==> config.mk <==
export PLATFORM = sky130hd
export DESIGN_NAME = booth_mac_accum
export DESIGN_NICKNAME = d
export VERILOG_FILES = /design/src/rtl/booth_mac_pkg.sv /design/src/rtl/booth_mac_add.sv /design/src/rtl/booth_mac_accum.sv
export SDC_FILE = /design/constraint.sdc
export NUM_CORES = 1
export LEC_CHECK = 0
export CAP_MARGIN = 20
export CORE_UTILIZATION = 55
export CTS_BUF_LIST = sky130_fd_sc_hd__clkbuf_16
export CTS_CLUSTER_DIAMETER = 30
export DETAILED_ROUTE_END_ITERATION = 8
export PLACE_DENSITY = 0.81
export RECOVER_POWER = 25
export SYNTH_ARGS = -nofsm -noshare
export SYNTH_HDL_FRONTEND = slang
export SYNTH_SLANG_ARGS = --single-unit
export TNS_END_PERCENT = 1
==> constraint.sdc <==
create_clock -name clk -period 6.5 [get_ports clk]
set_clock_uncertainty 0.05 [all_clocks]
set_input_delay 1.3 -clock clk [delete_from_list [all_inputs] [get_ports clk]]
set_output_delay 1.3 -clock clk [all_outputs]
set_load 0.01 [all_outputs]
==> src/rtl/booth_mac_pkg.sv <==
// booth_mac_pkg: burst state encoding and signed-add overflow detect shared by the MAC stage
package booth_mac_pkg;
  typedef enum logic {ACCUM, HOLD} state_t;
  function automatic logic add_ovf(input logic a_s, input logic b_s, input logic s_s);
    return (a_s == b_s) && (s_s != a_s);
  endfunction
endpackage

==> src/rtl/booth_mac_add.sv <==
// booth_mac_add: signed acc_size add with overflow flag, clamping on overflow when BOOTH_MAC_SAT_EN is defined
module booth_mac_add
  import booth_mac_pkg::*;
#(
  parameter int acc_size = 16
) (
  input  logic [acc_size-1:0] a,
  input  logic [acc_size-1:0] b,
  output logic [acc_size-1:0] sum,
  output logic                ovf
);
  logic [acc_size-1:0] raw;
  always_comb begin
    raw = a + b;
    ovf = add_ovf(a[acc_size-1], b[acc_size-1], raw[acc_size-1]);
`ifdef BOOTH_MAC_SAT_EN
    sum = ovf ? {a[acc_size-1], {(acc_size-1){~a[acc_size-1]}}} : raw;
`else
    sum = raw;
`endif
  end
endmodule

==> src/rtl/booth_mac_accum.sv <==
// booth_mac_accum: burst multiply-accumulate of signed products with valid/ready result, saturating under BOOTH_MAC_SAT_EN
module booth_mac_accum
  import booth_mac_pkg::*;
#(
  parameter int m_size    = 4,
  parameter int r_size    = 4,
  parameter int res_size  = m_size + r_size,
  parameter int acc_size  = 16,
  parameter int max_beats = 8,
  parameter int cnt_size  = $clog2(max_beats + 1)
) (
  input  logic                clk,
  input  logic                rst,
  input  logic                in_valid,
  output logic                in_ready,
  input  logic [res_size-1:0] prod,
  input  logic                in_last,
  output logic                out_valid,
  input  logic                out_ready,
  output logic [acc_size-1:0] acc_out,
  output logic [cnt_size-1:0] beat_cnt,
  output logic                ovf
);
  state_t              state_q, state_d;
  logic [acc_size-1:0] acc_q, acc_d, acc_out_q, acc_out_d, prod_x, sum;
  logic [cnt_size-1:0] cnt_q, cnt_d, beat_cnt_q, beat_cnt_d, cnt_inc;
  logic                ovf_acc_q, ovf_acc_d, ovf_q, ovf_d, out_valid_q, out_valid_d;
  logic                add_ovf_w, ovf_new, accept, close;
  assign prod_x = acc_size'($signed(prod));
  booth_mac_add #(.acc_size(acc_size)) u_add (
    .a   (acc_q),
    .b   (prod_x),
    .sum (sum),
    .ovf (add_ovf_w)
  );
  always_comb begin
    accept      = in_valid && state_q == ACCUM;
    cnt_inc     = cnt_q + 1'b1;
    ovf_new     = ovf_acc_q | add_ovf_w;
    close       = accept && (in_last || cnt_inc == cnt_size'(max_beats));
    acc_d       = close ? '0 : accept ? sum : acc_q;
    cnt_d       = close ? '0 : accept ? cnt_inc : cnt_q;
    ovf_acc_d   = close ? 1'b0 : accept ? ovf_new : ovf_acc_q;
    acc_out_d   = close ? sum : acc_out_q;
    beat_cnt_d  = close ? cnt_inc : beat_cnt_q;
    ovf_d       = close ? ovf_new : ovf_q;
    out_valid_d = close | (out_valid_q & ~out_ready);
    state_d     = close ? HOLD : (state_q == HOLD && out_ready) ? ACCUM : state_q;
  end
  always_ff @(posedge clk) begin
    if (rst) begin
      state_q     <= ACCUM;
      acc_q       <= '0;
      cnt_q       <= '0;
      ovf_acc_q   <= 1'b0;
      acc_out_q   <= '0;
      beat_cnt_q  <= '0;
      ovf_q       <= 1'b0;
      out_valid_q <= 1'b0;
    end else begin
      state_q     <= state_d;
      acc_q       <= acc_d;
      cnt_q       <= cnt_d;
      ovf_acc_q   <= ovf_acc_d;
      acc_out_q   <= acc_out_d;
      beat_cnt_q  <= beat_cnt_d;
      ovf_q       <= ovf_d;
      out_valid_q <= out_valid_d;
    end
  end
  assign in_ready  = state_q == ACCUM;
  assign out_valid = out_valid_q;
  assign acc_out   = acc_out_q;
  assign beat_cnt  = beat_cnt_q;
  assign ovf       = ovf_q;
endmodule

==> impl_metrics.csv <==
group,metric,value,unit
run_status,outcome,"completed",
worst_setup_path,crit_start,"prod[7]",
clock_tree,clock_latency,0.29,ns
cells_and_area,drive_gt1_frac,0.06567,
worst_setup_path,worst-path-buf-inv,1,
power,p_leak,0.001254,uW
routing,totalWireLength,6057,um
grt,grt_overflow,0,
worst_setup_path,rr_worst_depth,8,
clock_tree,cts_buffer_depth,2,
clock_tree,cts_sinks,44,
timing,tightest_slew,0.9950,ns
timing,finalSetupViolations,0,
yosys,syn_avg_cell_area,8.080,um2
routing,drt_pass1_iterations,4,
cells_and_area,syn_to_final_growth,22.01,%
cells_and_area,final_cell_mix,"nand2_1, dfxtp_1, a21oi_1",
cells_and_area,fillers,358,
clock_tree,cts_buffers,5,
clock_tree,clk_pin_slew_worst_paths,0.06,ns
worst_setup_path,crit_cells,8,
worst_setup_path,rrSetupSlack,4.07,ns
routing,ant_nets,0,
yosys,synth_seq_cells,44,
worst_setup_path,worstSetupPathType,"input port to flip-flop",
power,total_power,782.8,uW
cells_and_area,antenna_cells,0,
grt,grt_pass1_vias,2179,
grt,grt_pass1_wl,10030,um
grt,grt.total_usage,0.2613,
routing,drc_errors,0,
clock_tree,hold_buffers,0,
yosys,synth_warnings,0,
yosys,synth_top_area_share,0.3563,
worst_setup_path,path_cells,"clkdlybuf4s50_1 -> ha_1 -> a21oi_1 -> o21ai_0 -> a31oi_1 -> o21ba_2 -> xor3_1 -> a211oi_2",
yosys,netlist_top_cells_area,"dfxtp_1, nand2_1, a21oi_1, ha_1, nor2_1",
timing,slew_viol_final,0,
yosys,ys_seq_area_frac,0.3563,
cells_and_area,final_common_cell,"nand2_1",
yosys,netlist_area,2472,um2
yosys,syn_inst,306,
placed_design,gp_congestion,0.9355,
timing,max_freq,273.7,MHz
worst_setup_path,worst_ep_arrival_time,3.80,ns
clock_tree,cts_setup_buffers,0,
worst_setup_path,cpPeakStageDelay,0.69,ns
yosys,syn_nets,336,
die,coreArea,4324,um2
cells_and_area,ff_latch_area,880.8,um2
placed_design,portBuffers,35,
worst_setup_path,crit_family,"compound AO/OA/AOI/OAI gates",
timing,slew-limit-headroom,0.3346,
die,num_rows,24,
die,num_io_pins,36,
routing,drt_iter0_drc,155,
cells_and_area,final_nets,364,
die,die_w,69.05,um
clock_tree,cts_root_buf,"clkbuf_16",
clock_tree,ctsHtreeMaxLevel,2,
worst_setup_path,slowest_stage,"clkdlybuf4s50_1",
timing,hold_viol,0,
yosys,async_flop_share,0,
yosys,synth_cell_types,48,
die,dieArea,4767,um2
routing,post_drt_wl_per_cell,15.65,um
worst_setup_path,endpoint,"acc_out[15]",
worst_setup_path,cp-start-kind,"input port",
yosys,synth_top_area_cell,"dfxtp_1",
worst_setup_path,setup.worst_path.end_class,"flip-flop",
clock_tree,cts_resized,0,
power,vdd_ir_drop_max,0.1661,mV
grt,grt_max_degree,28,
routing,num_vias,2287,
cells_and_area,multi_input_area,1508,um2
yosys,synth-edff-count,0,
min_path,min_path_type,"flip-flop to flip-flop",
yosys,yosys_most_used_dff,"dfxtp_1",
worst_setup_path,r2r-start,"acc_q[0]",
run,max_cap_viol_count,0,
power,power.density,259.5,nW/um2
worst_setup_path,path_max_fanout,13,
placed_design,dp_hpwl,4049,um
routing,viasPerCell,5.910,
timing,fin_crit_sh,0.5621,
timing,period_needed,3.654,ns
grt,antenna_found_initial,0,
die,initial_core_util,0.5718,
timing,rsz0062_at_grt,"false",
die,die_h,69.05,um
timing,setup_tns,0,ns
worst_setup_path,required,6.65,ns
clock_tree,cts_tree,"done",
worst_setup_path,r2r-end,"acc_out[10]",
## how the worst min path moves through the flow
| stage | start | endpoint | cells past startpoint |
|---|---|---|---|
| final | acc_out[3] | acc_out[3] | 2 |
| after global routing | acc_out[0] | acc_out[0] | 2 |
| after CTS | acc_out[8] | acc_out[8] | 2 |
| after detailed placement | ovf_acc_q | ovf_acc_q | 2 |
| after global placement | ovf_acc_q | ovf_acc_q | 2 |
| after floorplan | ovf_acc_q | ovf_acc_q | 2 |
## power breakdown
group	switching [uW]	internal [uW]
Combinational	108	79.1
Clock	110	183
Sequential	12.1	290
Total	231	552
## registers in the layout (all words and copies together) (netlist names)
register   count
acc_out       16
acc_q         16
beat_cnt       4
cnt_q          4
out_valid      1
ovf            1
ovf_acc_q      1
state_q        1
## logic make-up after synthesis
| logic type | count (synthesis) | share of synthesized area |
|---|---|---|
| AOI/OAI and AO/OA | 93 | 0.2363 |
| buffers and inverters | 20 | 0.03390 |
| and+or+nand+nor | 114 | 0.2095 |
| DFF | 44 | 0.3563 |
| adders and majority gates | 17 | 0.08907 |
| muxes | 4 | 0.01619 |
| xor gates and xnor gates | 14 | 0.05870 |
## per-stage QoR
step	setup slack, ns	utilization	area [um2]	cells	hold slack [ns]
after CTS	2.837	0.6942	3002	386	0.4122
after global placement	2.659	0.6545	2830	378	0.3871
after floorplan	3.350	-	2472	306	0.3758
after detailed placement	2.622	0.6545	2830	378	0.3984
after global routing	2.673	0.6976	3017	387	0.4292
final	2.846	0.6976	3017	387	0.4058
## routing by layer
layer / wire length [um] / GRT usage
met1: 2702 / 0.3305
met5: 0 / 0
met2: 2939 / 0.4369
met3: 309 / 0.04532
met4: 106 / 0.1111
## area by class of cell
type | instances | share of cell area
Sequential cell | 44 | 0.2920
Clock inverter | 3 | 0.01535
Clock buffer | 5 | 0.04148
Inverter | 3 | 0.003733
Multi-Input combinational cell | 242 | 0.4998
Timing Repair Buffer | 38 | 0.1261
Tap cell | 52 | 0.02157
## worst reg2reg max path, cell delays in order (launching register included)
cell and delay (ns):
dfxtp_1 0.31, ha_1 0.22, fa_1 0.42, a21o_1 0.19, a21oi_2 0.22, o21ai_1 0.18
a21oi_1 0.29, nor4_1 0.09, a311o_1 0.35
## synthesized netlist by cell type (all sizes together), types with 3 or more instances
library cell	n
inv	3
nand2b	5
nand2	58
a31oi	4
ha	16
o21ai	13
xor2	7
nand4	3
nor2	22
o21a	3
a211oi	11
nand3	7
a21o	6
o211ai	3
and4	3
nor4	3
mux2i	4
dfxtp	44
xnor2	6
or4	3
clkbuf	9
a21oi	43
buf	8
No activity file was read; power rests on OpenSTA's default activity.
